<file path="src/rtl/bump_maneuver_sequencer_if.sv">
// Signal bundle between the robot board and the bump maneuver sequencer.
// The board side (master) drives run and the raw bumper pins. The sequencer
// side (slave) drives the motor lines, the status outputs and the debug view.
//
// Signalling: there is no valid/ready handshake on this bundle. All signals
// are plain levels.
// - R_bump/L_bump are raw active-low switch levels, asynchronous to clk.
// - run is a level enable sampled on clk.
// - Every output is a level decoded from registered state, plus run for the
//   enables.
interface bump_maneuver_sequencer_if;
    logic       run;
    logic       R_bump;
    logic       L_bump;
    logic       Le;
    logic       Re;
    logic       Ldir;
    logic       Rdir;
    logic       busy;
    logic [7:0] maneuver_cnt;
    // debug view of the sequencer FSM and arbitration state
    logic [1:0] dbg_state;
    logic       dbg_pending;
    logic       dbg_pend_side;   // 0 = right, 1 = left
    logic       dbg_ptr;         // priority pointer, 0 = right, 1 = left

    modport master (
        output run, R_bump, L_bump,
        input  Le, Re, Ldir, Rdir, busy, maneuver_cnt,
        input  dbg_state, dbg_pending, dbg_pend_side, dbg_ptr
    );

    modport slave (
        input  run, R_bump, L_bump,
        output Le, Re, Ldir, Rdir, busy, maneuver_cnt,
        output dbg_state, dbg_pending, dbg_pend_side, dbg_ptr
    );
endinterface

</file>
<file path="src/rtl/bump_maneuver_sequencer.sv">
// Bump maneuver sequencer.
// - Synchronises and debounces two active-low bumpers.
// - Arbitrates left/right hits.
// - Times a reverse-then-turn maneuver in whole ticks of an internal divider.
// Optional feature macro: MANEUVER_COUNT_EN. When defined, maneuver_cnt counts
// completed maneuvers and saturates at 255. When undefined, maneuver_cnt is 0.
module bump_maneuver_sequencer #(
    parameter int TICK_DIV   = 20800,
    parameter int BACK_TICKS = 50,
    parameter int TURN_TICKS = 40,
    parameter int DEB_CYCLES = 2080
) (
    input  logic                            clk,
    input  logic                            reset,
    bump_maneuver_sequencer_if.slave        bus
);
    typedef enum logic [1:0] {
        S_IDLE   = 2'd0,
        S_BACK   = 2'd1,
        S_TURN_L = 2'd2,
        S_TURN_R = 2'd3
    } state_t;

    localparam int   DIV_W  = (TICK_DIV > 1) ? $clog2(TICK_DIV) : 1;
    localparam int   DEB_W  = $clog2(DEB_CYCLES + 1);
    localparam logic SIDE_R = 1'b0;
    localparam logic SIDE_L = 1'b1;

    // index 0 = right bumper, index 1 = left bumper
    logic [1:0]       r_sync_r;
    logic [1:0]       r_sync_l;
    logic [1:0]       w_sync;
    logic [DEB_W-1:0] r_deb_cnt [2];
    logic [1:0]       r_evt;
    logic [1:0]       r_evt_d;
    logic [1:0]       w_req;
    logic             w_any;
    logic             w_both;
    logic             w_win;

    logic [DIV_W-1:0] r_div;
    logic [7:0]       r_tcnt;
    logic             w_tick;
    logic [7:0]       w_tick_goal;
    logic             w_phase_end;
    logic             w_entry;

    state_t           r_state;
    state_t           w_state_nx;
    logic             r_side;
    logic             w_side_nx;
    logic             r_pending;
    logic             w_pending_nx;
    logic             r_pend_side;
    logic             w_pend_side_nx;
    logic             r_ptr;
    logic             w_ptr_nx;
    logic             r_busy;
    logic             r_armed;

    // two-flop synchronisers; idle level of a released switch is high
    always_ff @(posedge clk or negedge reset) begin
        if (!reset) begin
            r_sync_r <= 2'b11;
            r_sync_l <= 2'b11;
        end else begin
            r_sync_r <= {r_sync_r[0], bus.R_bump};
            r_sync_l <= {r_sync_l[0], bus.L_bump};
        end
    end

    assign w_sync = {r_sync_l[1], r_sync_r[1]};

    // per-side debounce: count consecutive low samples, flag at DEB_CYCLES
    always_ff @(posedge clk or negedge reset) begin
        if (!reset) begin
            r_deb_cnt[0] <= '0;
            r_deb_cnt[1] <= '0;
            r_evt        <= '0;
            r_evt_d      <= '0;
        end else begin
            r_evt_d <= r_evt;
            for (int i = 0; i < 2; i++) begin
                if (w_sync[i]) begin
                    r_deb_cnt[i] <= '0;
                    r_evt[i]     <= 1'b0;
                end else begin
                    if (r_deb_cnt[i] != DEB_W'(DEB_CYCLES))
                        r_deb_cnt[i] <= r_deb_cnt[i] + 1'b1;
                    if (r_deb_cnt[i] == DEB_W'(DEB_CYCLES - 1))
                        r_evt[i] <= 1'b1;
                end
            end
        end
    end

    // one request per press; presses seen while run=0 are dropped
    assign w_req  = r_evt & ~r_evt_d & {2{bus.run}};
    assign w_any  = |w_req;
    assign w_both = &w_req;
    assign w_win  = w_both ? r_ptr : (w_req[1] ? SIDE_L : SIDE_R);

    assign w_tick      = (r_div == DIV_W'(TICK_DIV - 1));
    assign w_tick_goal = (r_state == S_BACK) ? 8'(BACK_TICKS - 1) : 8'(TURN_TICKS - 1);
    assign w_phase_end = w_tick && (r_tcnt == w_tick_goal);
    assign w_entry     = (w_state_nx != r_state);

    // tick divider and phase-tick counter, both restarted on every phase entry
    always_ff @(posedge clk or negedge reset) begin
        if (!reset) begin
            r_div  <= '0;
            r_tcnt <= '0;
        end else if (w_entry) begin
            r_div  <= '0;
            r_tcnt <= '0;
        end else if (w_tick) begin
            r_div  <= '0;
            r_tcnt <= r_tcnt + 8'd1;
        end else begin
            r_div  <= r_div + 1'b1;
        end
    end

    // next-state, side latch, pending slot and priority pointer
    always_comb begin
        w_state_nx     = r_state;
        w_side_nx      = r_side;
        w_pending_nx   = r_pending;
        w_pend_side_nx = r_pend_side;
        w_ptr_nx       = r_ptr;
        if (!bus.run) begin
            w_state_nx   = S_IDLE;
            w_pending_nx = 1'b0;
        end else begin
            case (r_state)
                S_IDLE: begin
                    if (w_any) begin
                        w_state_nx = S_BACK;
                        w_side_nx  = w_win;
                        if (w_both) begin
                            w_pending_nx   = 1'b1;
                            w_pend_side_nx = ~w_win;
                            w_ptr_nx       = ~r_ptr;
                        end
                    end
                end
                S_BACK: begin
                    if (w_phase_end)
                        w_state_nx = (r_side == SIDE_R) ? S_TURN_L : S_TURN_R;
                end
                default: begin
                    if (w_phase_end) begin
                        if (r_pending) begin
                            w_state_nx   = S_BACK;
                            w_side_nx    = r_pend_side;
                            w_pending_nx = 1'b0;
                        end else begin
                            w_state_nx   = S_IDLE;
                        end
                    end
                end
            endcase
            // hits during a maneuver land in the 1-deep pending slot (latest wins)
            if ((r_state != S_IDLE) && w_any) begin
                w_pending_nx   = 1'b1;
                w_pend_side_nx = w_win;
                if (w_both)
                    w_ptr_nx = ~r_ptr;
            end
        end
    end

    // state register with arbitration bookkeeping and registered busy
    always_ff @(posedge clk or negedge reset) begin
        if (!reset) begin
            r_state     <= S_IDLE;
            r_side      <= SIDE_R;
            r_pending   <= 1'b0;
            r_pend_side <= SIDE_R;
            r_ptr       <= SIDE_R;
            r_busy      <= 1'b0;
            r_armed     <= 1'b0;
        end else begin
            r_state     <= w_state_nx;
            r_side      <= w_side_nx;
            r_pending   <= w_pending_nx;
            r_pend_side <= w_pend_side_nx;
            r_ptr       <= w_ptr_nx;
            r_busy      <= (w_state_nx != S_IDLE);
            r_armed     <= 1'b1;
        end
    end

    // enables follow run directly; r_armed keeps the motors off through reset
    assign bus.Le   = ~(bus.run & r_armed);
    assign bus.Re   = ~(bus.run & r_armed);
    assign bus.Ldir = (r_state == S_IDLE) || (r_state == S_TURN_R);
    assign bus.Rdir = (r_state == S_IDLE) || (r_state == S_TURN_L);
    assign bus.busy = r_busy;

    assign bus.dbg_state     = r_state;
    assign bus.dbg_pending   = r_pending;
    assign bus.dbg_pend_side = r_pend_side;
    assign bus.dbg_ptr       = r_ptr;

`ifdef MANEUVER_COUNT_EN
    logic [7:0] r_mcnt;
    logic       w_turn_done;

    assign w_turn_done = bus.run && w_phase_end &&
                         ((r_state == S_TURN_L) || (r_state == S_TURN_R));

    // saturating count of completed turn phases
    always_ff @(posedge clk or negedge reset) begin
        if (!reset)
            r_mcnt <= 8'd0;
        else if (w_turn_done && (r_mcnt != 8'hFF))
            r_mcnt <= r_mcnt + 8'd1;
    end

    assign bus.maneuver_cnt = r_mcnt;
`else
    assign bus.maneuver_cnt = 8'd0;
`endif
endmodule

</file>
<file path="src/flat_wrapper.sv">
// flat-port wrapper written by rule: the top's interface ports become plain ports
module bump_maneuver_sequencer_flat 
#(
    parameter int TICK_DIV   = 20800,
    parameter int BACK_TICKS = 50,
    parameter int TURN_TICKS = 40,
    parameter int DEB_CYCLES = 2080
)
  (clk, reset, bus_run, bus_R_bump, bus_L_bump, bus_Le, bus_Re, bus_Ldir, bus_Rdir, bus_busy, bus_maneuver_cnt, bus_dbg_state, bus_dbg_pending, bus_dbg_pend_side, bus_dbg_ptr);
  bump_maneuver_sequencer_if bus_i ();
  input  logic clk;
  input  logic reset;
  input wire logic [$bits(bus_i.run)-1:0] bus_run;
  input wire logic [$bits(bus_i.R_bump)-1:0] bus_R_bump;
  input wire logic [$bits(bus_i.L_bump)-1:0] bus_L_bump;
  output wire logic [$bits(bus_i.Le)-1:0] bus_Le;
  output wire logic [$bits(bus_i.Re)-1:0] bus_Re;
  output wire logic [$bits(bus_i.Ldir)-1:0] bus_Ldir;
  output wire logic [$bits(bus_i.Rdir)-1:0] bus_Rdir;
  output wire logic [$bits(bus_i.busy)-1:0] bus_busy;
  output wire logic [$bits(bus_i.maneuver_cnt)-1:0] bus_maneuver_cnt;
  output wire logic [$bits(bus_i.dbg_state)-1:0] bus_dbg_state;
  output wire logic [$bits(bus_i.dbg_pending)-1:0] bus_dbg_pending;
  output wire logic [$bits(bus_i.dbg_pend_side)-1:0] bus_dbg_pend_side;
  output wire logic [$bits(bus_i.dbg_ptr)-1:0] bus_dbg_ptr;
  assign bus_i.run = bus_run;
  assign bus_i.R_bump = bus_R_bump;
  assign bus_i.L_bump = bus_L_bump;
  assign bus_Le = bus_i.Le;
  assign bus_Re = bus_i.Re;
  assign bus_Ldir = bus_i.Ldir;
  assign bus_Rdir = bus_i.Rdir;
  assign bus_busy = bus_i.busy;
  assign bus_maneuver_cnt = bus_i.maneuver_cnt;
  assign bus_dbg_state = bus_i.dbg_state;
  assign bus_dbg_pending = bus_i.dbg_pending;
  assign bus_dbg_pend_side = bus_i.dbg_pend_side;
  assign bus_dbg_ptr = bus_i.dbg_ptr;
  bump_maneuver_sequencer #(.TICK_DIV(TICK_DIV), .BACK_TICKS(BACK_TICKS), .TURN_TICKS(TURN_TICKS), .DEB_CYCLES(DEB_CYCLES)) u_core (.clk(clk), .reset(reset), .bus(bus_i));
endmodule
</file>
<file path="config.mk">
export PLATFORM = sky130hd
export DESIGN_NAME = bump_maneuver_sequencer_flat
export DESIGN_NICKNAME = d
export VERILOG_FILES = /design/src/rtl/bump_maneuver_sequencer_if.sv /design/src/rtl/bump_maneuver_sequencer.sv /design/src/flat_wrapper.sv
export SDC_FILE = /design/constraint.sdc
export NUM_CORES = 1
export LEC_CHECK = 0
export ABC_AREA = 1
export CAP_MARGIN = 0
export CELL_PAD_IN_SITES_DETAIL_PLACEMENT = 1
export CELL_PAD_IN_SITES_GLOBAL_PLACEMENT = 1
export CORE_ASPECT_RATIO = 1.75
export CORE_UTILIZATION = 48
export DETAILED_ROUTE_END_ITERATION = 12
export GPL_TIMING_DRIVEN = 0
export MAX_ROUTING_LAYER = met4
export PLACE_DENSITY = 0.95
export SYNTH_ARGS = -nofsm -noshare
export SYNTH_HDL_FRONTEND = slang
export SYNTH_SLANG_ARGS = --single-unit
</file>
<file path="constraint.sdc">
create_clock -name clk -period 3.8 [get_ports clk]
set_input_delay 0.38 -clock clk [delete_from_list [all_inputs] [get_ports clk]]
set_output_delay 0.38 -clock clk [all_outputs]
set_load 0.02 [all_outputs]
</file>
### Yosys cells after proc, flatten, opt, wreduce, memory -nomap -nowiden

Index checks and enable logic that the tools add are counted.

| cells by class | value |
|---|---|
| add/sub/neg operators | 4 |
| eq/ne operators | 15 |
| multiplexer cells | 41 |
| bitwise operators | 8 |
| reductions and logical operators | 22 |

Operators by type and width:

| kind | count |
|---|---|
| 12-bit 2-to-1 mux | 4 |
| 15-bit 2-to-1 mux | 2 |
| 1-bit 2-to-1 mux | 25 |
| 12-bit by 1-bit adder with 12-bit output (second input constant) | 2 |
| 12-bit equality test (second input constant) | 2 |
| 12-bit != test (second input constant) | 2 |
| 2-bit nonzero test | 12 |
| 8-bit 2-to-1 mux | 2 |
| 15-bit by 1-bit adder with 15-bit output (second input constant) | 1 |
| 15-bit equality test (second input constant) | 1 |
| 8-bit by 1-bit adder with 8-bit output (second input constant) | 1 |
| 8-bit equality test | 1 |
| 2-bit 2-to-1 mux | 4 |
| 4-bit by 2-bit != test with 1-bit output (second input constant) | 2 |
| 4-bit AND reduction | 2 |
| 5-bit 2-to-1 mux | 1 |
| 5-bit AND reduction | 1 |
| 2-bit bitwise AND | 2 |
| 2-bit equality test (second input constant) | 2 |
| 4-bit by 1-bit != test with 1-bit output (second input constant) | 1 |
| 1-bit NOT | 4 |
| 1-bit one-hot mux with 2 select lines | 2 |
| 2-bit one-hot mux with 2 select lines | 1 |
| 3-bit != test (second input constant) | 1 |
| 10 further kinds | 12 |

| word-level totals | value |
|---|---|
| flip-flop bits (word level) | 63 |
| bits of input ports | 5 |
| output and inout bits | 18 |
| word-level logic and storage cells | 106 |

### Depth between registers and ports, before layout

Gate-level depths: netlist of the first run.

| logic depth | value |
|---|---|
| depth in word-level cells | 10 |
| mapped depth | 14 |
| mapped depth without buffers | 13 |

### Worst setup path before layout of the first run

Ideal clock, no wire load.

| timing path | value |
|---|---|
| path type | reg2reg |
| start point | reg u_core.r_state[1], in the netlist u_core.bus.dbg_state[1] |
| end point | reg u_core.r_div[2] |
| arrival | 1.933 ns |
| slack | 1.746 ns |
| cell stages (with the launch flop) | 13 |
| buffers on the path | 1 |
| cells stage by stage | dfrtp_1 -> inv_1 -> ha_1 -> inv_2 -> nand2_1 -> nand2_2 -> nor2_4 -> nand3_1 -> nand3_1 -> nand4_1 -> nand3_4 -> buf_6 -> nor2_2 |

| on the way | value |
|---|---|
| longest elaborated chain between the ends | 9 |
| elaborated cells between the ends (all ways) | 12 |
| those cells by class | eq/ne (3); mux (7); reduce/logical (2) |

RTL lines:

| element | RTL line | text |
|---|---|---|
| from (decl) | bump_maneuver_sequencer.sv:48 | `state_t r_state;` |
| from (signal assigned) | bump_maneuver_sequencer.sv:184 | `r_state <= w_state_nx;` |
| 2-bit by 1-bit equality test with 1-bit output | bump_maneuver_sequencer.sv:104, bump_maneuver_sequencer.sv:135 |  |
| 5-bit 2-to-1 mux | bump_maneuver_sequencer.sv:104 | `assign w_tick_goal = (r_state == S_BACK) ? 8'(BACK_TICKS - 1) : 8'(TURN_TICKS - 1);` |
| 8-bit equality test | bump_maneuver_sequencer.sv:105 | `assign w_phase_end = w_tick && (r_tcnt == w_tick_goal);` |
| 1-bit logical AND | bump_maneuver_sequencer.sv:105 |  |
| 2-bit 2-to-1 mux, on equally long branches | bump_maneuver_sequencer.sv:152, bump_maneuver_sequencer.sv:148 |  |
| 2-bit one-hot mux with 2 select lines | bump_maneuver_sequencer.sv:135 | `case (r_state)` |
| 2-bit 2-to-1 mux | bump_maneuver_sequencer.sv:131 | `if (!bus.run) begin` |
| 2-bit != test (*) | bump_maneuver_sequencer.sv:106 | `assign w_entry = (w_state_nx != r_state);` |
| 15-bit 2-to-1 mux (*) | bump_maneuver_sequencer.sv:113 | `end else if (w_entry) begin` |
| to (signal assigned) | bump_maneuver_sequencer.sv:120 | `r_div <= r_div + 1'b1;` |
| to (decl) | bump_maneuver_sequencer.sv:41 | `logic [DIV_W-1:0] r_div;` |

Every way passes the cells marked *; elsewhere a longest branch is shown, timed or not.
A chain may end at the register's enable or synchronous reset.

### Final worst setup path of the first run

| timing path | value |
|---|---|
| start point | reg u_core.r_state[0], in the netlist u_core.bus.dbg_state[0] |
| end point | out bus_Rdir |

| on the way | value |
|---|---|
| longest elaborated chain between the ends | 2 |
| elaborated cells between the ends (all ways) | 3 |
| those cells by class | eq/ne (1); reduce/logical (2) |

RTL lines:

| element | RTL line | text |
|---|---|---|
| 2-bit equality test or 2-bit zero test (tied branches) | bump_maneuver_sequencer.sv:198 | `assign bus.Rdir = (r_state == S_IDLE) \|\| (r_state == S_TURN_L);` |
| 1-bit logical OR (*) | bump_maneuver_sequencer.sv:198 |  |
| to (decl) | flat_wrapper.sv:19 | `output wire logic [$bits(bus_i.Rdir)-1:0] bus_Rdir;` |

Marks and branches as above.

==> results.json, run 1 <==
{
  "grt_setup_unrepaired": "false",
  "arrival_ns": 2.25,
  "synth_edf_count": 0,
  "area_growth_pct": 18.0,
  "p_leak_nw": 1.82,
  "critical_path_class": "register to primary output",
  "syn-mean-instance-area_um2": 8.31,
  "clk_path_buf_depth": 2,
  "initial_core_util": 0.497,
  "grtUsageMet2": 0.540,
  "maxSlewViolCount": 0,
  "rows": 40,
  "port_buffers": 14,
  "fin_skew_ns": 0.00525,
  "hold_violations": 0,
  "fmax_mhz": 380,
  "seq_area_um2": 1580,
  "pin_count": 23,
  "cts_resized": 0,
  "dp_hpwl_mm": 6.24,
  "drtPass1Iterations": 4,
  "yosys-top-cells-area": "dfrtp_1, nand2_1, inv_1",
  "antenna_left": 0,
  "grt_overflow": 0,
  "setup_viol": 0,
  "h-tree-depth": 3,
  "grt_antenna_before_repair": 0,
  "cts_tree": "done",
  "drt_drc_violations_left": 0,
  "finalNetCount": 457,
  "die_x_um": 65.7,
  "via_count": 2900,
  "synth_area_um2": 3410,
  "finalCritPeriodShare": 0.693,
  "grt_pass1_vias": 3277,
  "slew_headroom": 0.514,
  "finalSetupTns_ns": 0,
  "ir_drop_uv": 504,
  "stdcell_count": 532,
  "reg2reg_setup_slack_ns": 1.32,
  "dpl.cell_count": 516,
  "multi_input_area_um2": 1520,
  "grt_max_degree": 36,
  "hp-class": "input port to asynchronous set/reset pin",
  "synthFlopType": "dfrtp_1",
  "numCtsBuffers": 9,
  "die_h_um": 113,
  "endpoint_kind": "primary output",
  "cts_hold_buf": 0,
  "clk_pin_slew_ns": 0.05,
  "use_met1": 0.260,
  "startpoint_type": "register",
  "power_density_nw_per_um2": 411,
  "vias_per_cell": 5.45,
  "drv_cap": 0,
  "synth.distinct_cells": 34,
  "gp_congestion": 0.896,
  "cts_root_buf": "clkbuf_16",
  "cts_setup_buffers": 0,
  "drive_above_1_share": 0.163,
  "grt_pass1_wl_mm": 15.3,
  "syn_inst": 410,
  "fillers": 828,
  "drt_wl_total_mm": 9.44,
  "worst_pin_slew_ns": 0.729,
  "cts.sinks": 63,
  "diodes": 0,
  "met3_usage": 0.0510,
  "avgRoutedWirePerCell_um": 17.8,
  "coreArea_um2": 6860,
  "clk_latency_ns": 0.33,
  "ys_ff_latch": 63,
  "grt.busiest_layer": "met2",
  "grt.total_usage": 0.287,
  "critical_path_required_ns": 3.42,
  "dieArea_um2": 7450,
  "status": "finished clean",
  "drt_iter0_drc": 112,
  "synth_top_area_frac": 0.434,
  "fin_crit_ns": 2.63,
  "ys_async_sr_fraction": 1.00,
  "synth_largest_area_cell": "dfrtp_1",
  "yosysSeqAreaShare": 0.464,
  "synthTopCellsByCount": "nand2_1, dfrtp_1, inv_1, nor2_1, nand3_1",
  "total_power_mw": 1.65,
  "holdWs_ns": 0.112,
  "synth_most_common_cell": "nand2_1",
  "yosysWarnings": 0,
  "critPathMaxFanout": 9
}
-- layout by cell type (no fill, tap or decap), types with 2 or more instances in the layout --
cell | netlist | routed
nor2_1 | 54 | 54
clkbuf_1 | 3 | 5
buf_4 | 9 | 9
o21ai_0 | 22 | 22
inv_1 | 55 | 55
conb_1 | 2 | 9
buf_6 | 3 | 3
bufinv_16 | 0 | 2
inv_2 | 4 | 4
nand3_4 | 2 | 2
nor2_4 | 4 | 4
clkbuf_8 | 0 | 2
nand3_1 | 28 | 28
nand4_1 | 8 | 8
nor4_1 | 4 | 4
ha_1 | 9 | 9
nand3_2 | 3 | 3
dfrtp_1 | 59 | 59
nor3b_1 | 2 | 2
xnor2_1 | 2 | 2
nand2_2 | 3 | 3
nor3_1 | 7 | 7
clkdlybuf4s50_1 | 0 | 13
clkbuf_16 | 0 | 9
nand2_1 | 64 | 64
a21oi_1 | 14 | 14
nor2_2 | 19 | 19
or2_2 | 5 | 5
xor2_1 | 13 | 13
dfstp_2 | 4 | 4
-- metrics by stage --
step | instance area (um2) | setup WS (ns) | utilization
floorplan | 3430 | 1.75 | -
global placement | 3680 | 0.326 | 0.536
detailed placement | 3690 | 1.26 | 0.539
CTS | 4020 | 1.16 | 0.586
global route | 4020 | 1.05 | 0.586
finish | 4020 | 1.17 | 0.586
-- final cells by class --
cell class                 instances  share of cell area
sequential                        63               0.394
multi-input combinational        280               0.377
clock buffer                      13              0.0648
inverter                          59              0.0551
timing repair buffer              15              0.0386
buffer                            15              0.0280
tap                               84              0.0262
clock inverter                     3              0.0162
-- per-layer routing --
metal  up-vias  part of all wire
li1       1354                 -
met1      1446              0.35
met2        64              0.59
met3        36             0.026
met4         0             0.037
met5         -                 0
-- sequential cells by signal, indices dropped and copies added (netlist names), 2 cells and up --
register              count
u_core.r_deb_cnt         24
u_core.r_div             15
u_core.r_tcnt             8
u_core.bus.dbg_state      2
u_core.r_evt              2
u_core.r_evt_d            2
u_core.r_sync_l           2
u_core.r_sync_r           2
-- cell families after synthesis --
kind of cell	after synthesis	share of synthesized area
fa+ha+maj	9	0.0331
compound gates	42	0.0654
flops	63	0.464
simple gates	205	0.298
xor+xnor	15	0.0386
other cells	2	0.00221
buf+inv	74	0.0981
-- path summary, 6_finish.rpt --
check / end / depth (start not counted) / start
worst max-delay path: bus_Rdir / 5 / u_core.bus.dbg_state[0]
worst min-delay path: u_core.r_tcnt[4] / 1 / reset
worst max register to register: u_core.r_div[2] / 14 / u_core.bus.dbg_state[1]
worst min register to register: u_core.r_sync_r[1] / 0 / u_core.r_sync_r[0]
max in group asynchronous: u_core.r_sync_l[0] / 2 / reset
min in group clk: u_core.r_sync_r[1] / 0 / u_core.r_sync_r[0]
-- critical path: stages (launching register included) --
cell and delay, ns:
dfrtp_1 0.46, inv_1 0.14, ha_1 0.23, clkbuf_1 0.21, or2_2 0.34, clkdlybuf4s50_1 0.53
-- power by group --
group	switching [mW]	internal (mW)	leakage [nW]
clock	0.293	0.609	0.160
sequential	0.00665	0.681	0.834
combinational	0.0413	0.0220	0.830
Note: power is estimated with default switching activity, not from simulation.
==> run 2, diff against run 1 <==
--- a/config.mk
+++ b/config.mk
@@ -10,11 +10,11 @@
 export CELL_PAD_IN_SITES_DETAIL_PLACEMENT = 1
 export CELL_PAD_IN_SITES_GLOBAL_PLACEMENT = 1
 export CORE_ASPECT_RATIO = 1.75
-export CORE_UTILIZATION = 48
+export CORE_UTILIZATION = 40
 export DETAILED_ROUTE_END_ITERATION = 12
 export GPL_TIMING_DRIVEN = 0
 export MAX_ROUTING_LAYER = met4
-export PLACE_DENSITY = 0.95
+export PLACE_DENSITY = 0.86
 export SYNTH_ARGS = -nofsm -noshare
 export SYNTH_HDL_FRONTEND = slang
 export SYNTH_SLANG_ARGS = --single-unit
==> constraint.sdc (replaced) <==
create_clock -name clk -period 2.1 [get_ports clk]
set_input_delay 0.21 -clock clk [delete_from_list [all_inputs] [get_ports clk]]
set_output_delay 0.21 -clock clk [all_outputs]
set_load 0.02 [all_outputs]
==> results.json, run 2 (synthesis results as in run 1) <==
{
  "fmax_mhz": 476,
  "drt_wl_total_mm": 8.12,
  "reg2reg_setup_slack_ns": -0.0004,
  "initial_core_util": 0.412,
  "critPathMaxFanout": 10,
  "failed_checks": "negative hold slack, negative setup slack",
  "top_regs": "u_core.r_deb_cnt: 24 flops, u_core.r_div: 15 flops, u_core.r_tcnt: 8 flops",
  "slowest_stage": "dfrtp_2",
  "hp-class": "input port to asynchronous set/reset pin",
  "clk_latency_ns": 0.34,
  "critical_path_required_ns": 2.37,
  "grt_pass1_wl_mm": 13.6,
  "port_buffers": 14,
  "drive_above_1_share": 0.215,
  "ir_drop_uv": 461,
  "clk_pin_slew_ns": 0.05,
  "setup_slack_ns": -0.000427,
  "layout.cells.most_common": "nand2_1",
  "endpoint_kind": "register",
  "die_x_um": 71.8,
  "path_delay_family": "simple AND/OR/NAND/NOR gates",
  "grt_pass1_vias": 3010,
  "cts.sinks": 63,
  "fin_crit_ns": 2.10,
  "crit_chain": "inv_1, ha_2, nor2_1, a21oi_1, nand3_4, nand4_1, nand3_4, buf_12, nor2_2",
  "cts_root_buf": "clkbuf_16",
  "dp_hpwl_mm": 5.67,
  "arrival_ns": 2.37,
  "power_density_nw_per_um2": 630,
  "diodes": 0,
  "grt_overflow": 0,
  "cts_tree": "done",
  "critPathMaxStageDelay_ns": 0.47,
  "fin_skew_ns": 0.00739,
  "fillers": 1000,
  "drt_iter0_drc": 97,
  "drv_cap": 0,
  "worst_pin_slew_ns": 0.803,
  "grt_antenna_before_repair": 0,
  "holdWs_ns": -0.0429,
  "pin_count": 23,
  "gp_congestion": 0.811,
  "h-tree-depth": 3,
  "maxSlewViolCount": 0,
  "dpl.cell_count": 523,
  "cts_hold_buf": 0,
  "startpoint_type": "register",
  "critPathBufInv": 2,
  "grt.total_usage": 0.204,
  "avgRoutedWirePerCell_um": 14.9,
  "area_growth_pct": 23.8,
  "setup_viol": 1,
  "die_h_um": 124,
  "drtPass1Iterations": 4,
  "numCtsBuffers": 9,
  "stdcell_count": 547,
  "largest_reg_flops": 24,
  "cpMostUsedCell": "nand3_4",
  "status": "finished with violations",
  "via_count": 2813,
  "p_leak_nw": 1.87,
  "dieArea_um2": 8900,
  "layout_common_cells": "nand2_1, dfrtp_1, inv_1",
  "finalSetupTns_ns": -0.000427,
  "antenna_left": 0,
  "hold_violations": 52,
  "grt_max_degree": 64,
  "critical_path_class": "register to register",
  "finalCritPeriodShare": 1.00,
  "coreArea_um2": 8260,
  "slew_headroom": 0.465,
  "grt_setup_unrepaired": "true",
  "drt_drc_violations_left": 0,
  "vias_per_cell": 5.14,
  "regMostFlops": "u_core.r_deb_cnt",
  "finalNetCount": 464,
  "rows": 44,
  "clk_path_buf_depth": 2
}
==> run 2: cell count changes in the layout (fill, tap and decap cells not counted), sizes merged <==
cell / delta
buf: +7
bufinv: -2
clkbuf: +1
clkdlybuf4s50: -3
clkinv: +1
dlygate4sd2: +2
dlymetal6s2s: +1
==> run 2: power breakdown <==
part / switching (mW) / internal (mW)
clock network: 0.508 / 0.795
registers: 0.0107 / 1.23
logic: 0.0721 / 0.0365
==> run 2: what timing repair did <==
item,in CTS,in global routing
resized for setup,14,29
setup buffers,3,5
gates cloned,0,1
setup endpoints to repair,26,24
pin swaps,3,5
==> run 2: worst paths after layout <==
check / from / end / cells after the start
worst max-delay path: u_core.bus.dbg_state[0] / u_core.r_tcnt[4] / 9
worst min-delay path: reset / u_core.r_tcnt[3] / 1
worst max register to register: u_core.bus.dbg_state[0] / u_core.r_tcnt[4] / 9
worst min register to register: u_core.r_sync_l[0] / u_core.r_sync_l[1] / 0
max in group asynchronous: reset / u_core.bus.dbg_state[0] / 1
min in group clk: bus_L_bump / u_core.r_sync_l[0] / 1
==> run 2: stage by stage <==
step / cell area, um2 / total power, mW / setup slack (ns) / utilization / hold WS (ns)
after floorplan: 3430 / 1.32 / 0.0460 / - / -0.0856
after global placement: 3690 / 1.37 / -1.35 / 0.447 / 0.346
after detailed placement: 3680 / 1.37 / -0.330 / 0.446 / 0.348
after CTS: 4010 / 2.68 / 0.0105 / 0.485 / 0.0104
after global routing: 4220 / 2.74 / -0.131 / 0.510 / 0.0600
final: 4220 / 2.65 / -0.000427 / 0.510 / -0.0429
==> run 2: worst reg2reg max path, cell delays in order (launching register included) <==
cell and delay [ns]:
dfrtp_2 0.47, inv_1 0.18, ha_2 0.30, nor2_1 0.11, a21oi_1 0.26, nand3_4 0.13, nand4_1 0.14, nand3_4 0.16
buf_12 0.19, nor2_2 0.09
==> run 2: area by class of cell <==
class,count,area (um2),share of cell area
inverter,59,221,0.0525
sequential,63,1580,0.376
clock inverter,2,10.0,0.00237
multi-input combinational,280,1670,0.395
buffer,14,126,0.0300
timing repair buffer,23,248,0.0588
tap,92,115,0.0273
clock buffer,14,244,0.0579
==> run 2: routing by layer <==
layer | GRT usage | wire length [um]
met5 | - | 0
met4 | 0.0907 | 179
met3 | 0.0291 | 189
met2 | 0.383 | 4570
met1 | 0.207 | 3180
